## src/rtl/ram_host_arbiter.sv

```systemverilog
// ram_host_arbiter
//   Shares the single data port of a dual-port RAM between NR_HOSTS bus
//   hosts using a round-robin req/gnt/rvalid handshake. At most one
//   transaction is outstanding. Each transaction takes RD_LATENCY+1 cycles:
//   one grant cycle plus RD_LATENCY wait cycles. The completion pulse comes
//   in the last wait cycle.
//
// Ports
//   clk_i          clock, rising edge
//   rst_i          asynchronous reset, active low
//   host_req_i     per-host request, held until granted
//   host_we_i      per-host write enable
//   host_addr_i    per-host address, host h at [h*ADDR_WIDTH +: ADDR_WIDTH]
//   host_wdata_i   per-host write data, same slicing as addresses
//   host_gnt_o     one-hot grant, combinational, in the accept cycle
//   host_rvalid_o  one-hot completion pulse to the transaction owner
//   host_rdata_o   read data (zero for writes), valid with host_rvalid_o
//   dev_we_o       RAM write enable
//   dev_addr_o     RAM address
//   dev_wdata_o    RAM write data
//   dev_rdata_i    RAM read data
//   busy_o         high while a transaction is outstanding
module ram_host_arbiter #(
  parameter int NR_HOSTS   = 2,
  parameter int ADDR_WIDTH = 32,
  parameter int DATA_WIDTH = 32,
  parameter int RD_LATENCY = 1
) (
  input  logic                           clk_i,
  input  logic                           rst_i,
  input  logic [NR_HOSTS-1:0]            host_req_i,
  input  logic [NR_HOSTS-1:0]            host_we_i,
  input  logic [NR_HOSTS*ADDR_WIDTH-1:0] host_addr_i,
  input  logic [NR_HOSTS*DATA_WIDTH-1:0] host_wdata_i,
  output logic [NR_HOSTS-1:0]            host_gnt_o,
  output logic [NR_HOSTS-1:0]            host_rvalid_o,
  output logic [DATA_WIDTH-1:0]          host_rdata_o,
  output logic                           dev_we_o,
  output logic [ADDR_WIDTH-1:0]          dev_addr_o,
  output logic [DATA_WIDTH-1:0]          dev_wdata_o,
  input  logic [DATA_WIDTH-1:0]          dev_rdata_i,
  output logic                           busy_o
);

  localparam int PTR_W = $clog2(NR_HOSTS);
  localparam int CNT_W = $clog2(RD_LATENCY + 1);

  typedef enum logic {
    ST_IDLE = 1'b0,
    ST_WAIT = 1'b1
  } state_e;

  state_e                state_q, state_d;
  logic [PTR_W-1:0]      rr_ptr_q, rr_ptr_d;
  logic [CNT_W-1:0]      cnt_q, cnt_d;
  logic [PTR_W-1:0]      owner_q, owner_d;
  logic                  owner_we_q, owner_we_d;
  logic [ADDR_WIDTH-1:0] addr_q, addr_d;

  logic                  win_found;
  logic [PTR_W-1:0]      win_idx;
  logic [PTR_W:0]        cand_sum;
  logic [PTR_W-1:0]      cand_idx;

  // Circular scan starting at rr_ptr; the first requester wins. Requests are
  // masked while reset is asserted so no grant leaks out during reset.
  always_comb begin
    win_found = 1'b0;
    win_idx   = '0;
    cand_sum  = '0;
    cand_idx  = '0;
    for (int i = 0; i < NR_HOSTS; i++) begin
      cand_sum = {1'b0, rr_ptr_q} + (PTR_W+1)'(i);
      if (cand_sum >= (PTR_W+1)'(NR_HOSTS)) begin
        cand_sum = cand_sum - (PTR_W+1)'(NR_HOSTS);
      end
      cand_idx = cand_sum[PTR_W-1:0];
      if (!win_found && rst_i && host_req_i[cand_idx]) begin
        win_found = 1'b1;
        win_idx   = cand_idx;
      end
    end
  end

  always_comb begin
    state_d       = state_q;
    rr_ptr_d      = rr_ptr_q;
    cnt_d         = cnt_q;
    owner_d       = owner_q;
    owner_we_d    = owner_we_q;
    addr_d        = addr_q;
    host_gnt_o    = '0;
    host_rvalid_o = '0;
    host_rdata_o  = '0;
    dev_we_o      = 1'b0;
    dev_addr_o    = '0;
    dev_wdata_o   = '0;
    busy_o        = 1'b0;
    case (state_q)
      ST_IDLE: begin
        if (win_found) begin
          host_gnt_o[win_idx] = 1'b1;
          dev_we_o            = host_we_i[win_idx];
          dev_addr_o          = host_addr_i[win_idx*ADDR_WIDTH +: ADDR_WIDTH];
          dev_wdata_o         = host_wdata_i[win_idx*DATA_WIDTH +: DATA_WIDTH];
          owner_d             = win_idx;
          owner_we_d          = host_we_i[win_idx];
          addr_d              = host_addr_i[win_idx*ADDR_WIDTH +: ADDR_WIDTH];
          rr_ptr_d            = (win_idx == PTR_W'(NR_HOSTS-1)) ? '0 : win_idx + PTR_W'(1);
          cnt_d               = CNT_W'(RD_LATENCY);
          state_d             = ST_WAIT;
        end
      end
      ST_WAIT: begin
        busy_o     = 1'b1;
        // Keep the address stable so a RAM that samples late still sees it.
        dev_addr_o = addr_q;
        cnt_d      = cnt_q - CNT_W'(1);
        if (cnt_q == CNT_W'(1)) begin
          host_rvalid_o[owner_q] = 1'b1;
          host_rdata_o           = owner_we_q ? '0 : dev_rdata_i;
          state_d                = ST_IDLE;
        end
      end
      default: state_d = ST_IDLE;
    endcase
  end

  always_ff @(posedge clk_i or negedge rst_i) begin
    if (!rst_i) begin
      state_q    <= ST_IDLE;
      rr_ptr_q   <= '0;
      cnt_q      <= '0;
      owner_q    <= '0;
      owner_we_q <= 1'b0;
      addr_q     <= '0;
    end else begin
      state_q    <= state_d;
      rr_ptr_q   <= rr_ptr_d;
      cnt_q      <= cnt_d;
      owner_q    <= owner_d;
      owner_we_q <= owner_we_d;
      addr_q     <= addr_d;
    end
  end

endmodule

```

## config.mk

```make
export PLATFORM = sky130hd
export DESIGN_NAME = ram_host_arbiter
export DESIGN_NICKNAME = d
export VERILOG_FILES = /design/src/rtl/ram_host_arbiter.sv
export SDC_FILE = /design/constraint.sdc
export NUM_CORES = 1
export LEC_CHECK = 0
export CAP_MARGIN = 40
export CORE_AREA = 2 2 104 106
export CTS_CLUSTER_SIZE = 24
export DETAILED_ROUTE_END_ITERATION = 6
export DIE_AREA = 0 0 106 108
export GPL_ROUTABILITY_DRIVEN = 0
export PLACE_DENSITY = 0.74
export SLEW_MARGIN = 0
export SYNTH_ARGS = -nofsm -noshare
export SYNTH_HDL_FRONTEND = slang
export SYNTH_SLANG_ARGS = --single-unit
```

## constraint.sdc

```tcl
create_clock -name clk_i -period 3.21 [get_ports clk_i]
set_clock_uncertainty 0.15 [all_clocks]
set_input_delay 0.642 -clock clk_i [delete_from_list [all_inputs] [get_ports clk_i]]
set_output_delay 0.642 -clock clk_i [all_outputs]
set_load 0.005 [all_outputs]
```

==> out/qor.csv <==
stage,metric,value,unit
sta,period_share,95.33,%
floorplan,core-area,10230,um^2
route,drt_iter0_drc,237,
sta,final_hold_viol_count,0,
logic_synthesis,synth_top_area_share,33.21,%
route,via_count,3838,
sta,worst_hold_slack,0.2992,ns
setup_path,required,2.42,ns
sta,fmax,326.8,MHz
logic_synthesis,ys_ff_latch,37,
logic_synthesis,ys_warn_count,0,
setup_path,start_kind,input pin,
final_layout,final_common_cell,clkdlybuf4s50_1,
logic_synthesis,syn_area,2788,um^2
pwr,vdd_ir_drop_max,0.0002710,V
floorplan,die_h,108,um
clock_tree,cts_tree,done,
route,antenna_left,0,
global_route,antenna_found_initial,5,
sta,relSlewSlack,61.03,%
floorplan,num_rows,37,
route,routed_wirelength,13520,um
logic_synthesis,synth.avg_cell_area,7.765,um^2
pwr,power.density,515.0,nW/um^2
clock_tree,htreeDepth,2,
global_route,grt_overflow_total,0,
final_layout,syn_to_final_growth,104.8,%
logic_synthesis,ys_top_cells_by_area,"dfrtp_1 33%, nand4_1 14%, nand3_1 11%",
pwr,leakagePower,2.337,nW
sta,rsz0062_at_grt,no,
final_layout,fin_nets,772,
clock_tree,cts_buffers,5,
hold_path,hold_path.class,input pin to async pin,
job,cap_violations,0,
logic_synthesis,synth_area_leader_cell,dfrtp_1,
global_route,grt_max_degree,48,
setup_path,r2r_cells,5,
sta,finalCriticalPeriod,3.060,ns
run_status,outcome,"complete, no violations",
clock_tree,clockBufferDepth,2,
global_route,grtUsageMet1,28.47,%
floorplan,start_util,27.25,%
clock_tree,cts_sinks,37,
sta,setup_viol_count_final,0,
clock_tree,cts-root-buf,clkbuf_8,
route,drtPass1Iterations,4,
global_route,grt_pass1_wl,20540,um
placed_design,port_buffers,267,
clock_tree,clkLatencyLatePin,0.28,ns
final_layout,final_layout_size_suffix_gt1_share,4.942,%
global_route,grt_usage,22.70,%
final_layout,nFillCells,922,
route,drc,0,
floorplan,io_pins,268,
clock_tree,ctsHoldBuffers,0,
logic_synthesis,netlist-cell-type-count,23,
route,wire_per_inst,18.13,um
final_layout,design_area,5710,um^2
floorplan,dieArea,11450,um^2
setup_path,critPathKind,input pin to output port,
logic_synthesis,syn-num-nets,525,
logic_synthesis,seq_area_frac_synth,33.21,%
global_route,use_met2,37.88,%
setup_path,cp.arrival,2.27,ns
logic_synthesis,synthCells,359,
route,via_per_inst,5.145,
clock_tree,clkSlewWorstSetupHoldPaths,0.08,ns
clock_tree,cts_setup_buffers,0,
floorplan,die_w,106,um
setup_path,cp-end-kind,output port,
setup_path,worstPathMaxFanout,36,
global_route,use_met3,8.318,%
sta,drv_slew,0,
placed_design,dpl.hpwl,10810,um
sta,worst_pin_slew,0.5840,ns
global_route,top_usage_layer,met2,
global_route,grt_pass1_vias,3672,
final_layout,layout_common_cells,"264 x clkdlybuf4s50_1, 64 x nand4_1, 64 x nand3_1",
placed_design,placed_area,5557,um^2
## Yosys cell counts
library cell	count
nand3_1	64
nand4_1	64
dfrtp_1	37
nand2_1	34
o21ai_0	34
a22o_1	33
and2_1	32
clkbuf_1	23
buf_6	8
buf_2	5
buf_4	5
nor2_1	4
inv_1	3
a21oi_1	2
buf_1	2
nand2b_1	2
a221o_1	1
and3_1	1
and3_4	1
nand2_2	1
nor2b_2	1
o21a_1	1
xnor2_1	1
## metal layers
layer,wire (um),up-vias
li1,-,1836
met1,5584,1771
met2,6313,217
met3,1456,10
met4,145,4
met5,23,-
## final cells by class
type / count / area [um^2] / area share, %
inverters: 3 / 11.26 / 0.1972
well taps: 136 / 170.2 / 2.980
flip-flops and latches: 37 / 925.9 / 16.21
clock buffers: 5 / 68.82 / 1.205
repair buffers: 283 / 2868 / 50.22
diodes: 3 / 7.507 / 0.1315
multi-input cells: 276 / 1613 / 28.24
clock inverters: 3 / 46.29 / 0.8107
## registers in the layout, summed over array words and instances, names as in the netlist
signal,cells
addr_q,32
cnt_q,1
owner_q,1
owner_we_q,1
rr_ptr_q,1
state_q,1
## kinds of logic after synthesis
logic type	synth area share, %
AOI/OAI and AO/OA	17.46
DFF	33.21
and+or+nand+nor	39.77
buffers and inverters	9.246
xor gates and xnor gates	0.3142
## timing repair
action | in CTS | in global routing
cloned | 0 | 1
endpoints found under the setup margin | 13 | 62
pin swaps | 1 | 0
resized for setup | 1 | 3
## worst paths after layout
| check | start | to | slack (ns) |
|---|---|---|---|
| max | rst_i | dev_wdata_o[20] | 0.15 |
| min | rst_i | addr_q[12] | 0.30 |
| max reg2reg | state_q | addr_q[13] | 1.16 |
| min reg2reg | cnt_q | state_q | 0.35 |
| max in group asynchronous | rst_i | owner_q | 2.28 |
| min in group clk_i | cnt_q | state_q | 0.35 |
## report_power, final
group | leakage, nW | switching (W) | total (W) | internal, W
Sequential | 0.454 | 0.000109 | 0.000779 | 0.000671
Clock | 0.0544 | 0.000170 | 0.000402 | 0.000232
Combinational | 1.83 | 0.000752 | 0.00176 | 0.00101
Total | 2.34 | 0.00103 | 0.00294 | 0.00191
## worst max-delay path, cell delays in order
cell	delay [ns]
buf_2	0.11
nor2b_4	0.28
and3_4	0.49
a22o_1	0.22
clkdlybuf4s50_1	0.51
## per-stage QoR
step / util, % / TNS, ns / setup WS, ns / cells / total power [W]
6_report: 55.82 / 0 / 0.1501 / 746 / 0.002941
5_1_grt: 55.77 / 0 / 0.06547 / 744 / 0.003151
4_1_cts: 55.42 / 0 / 0.01125 / 742 / 0.002959
3_5_place_dp: 54.31 / -0.1189 / -0.02767 / 734 / 0.002541
3_3_place_gp: 54.16 / 0 / 0.02298 / 733 / 0.002505
2_1_floorplan: - / 0 / 0.8744 / 359 / 0.001538
No activity file was read; power rests on OpenSTA's default activity.
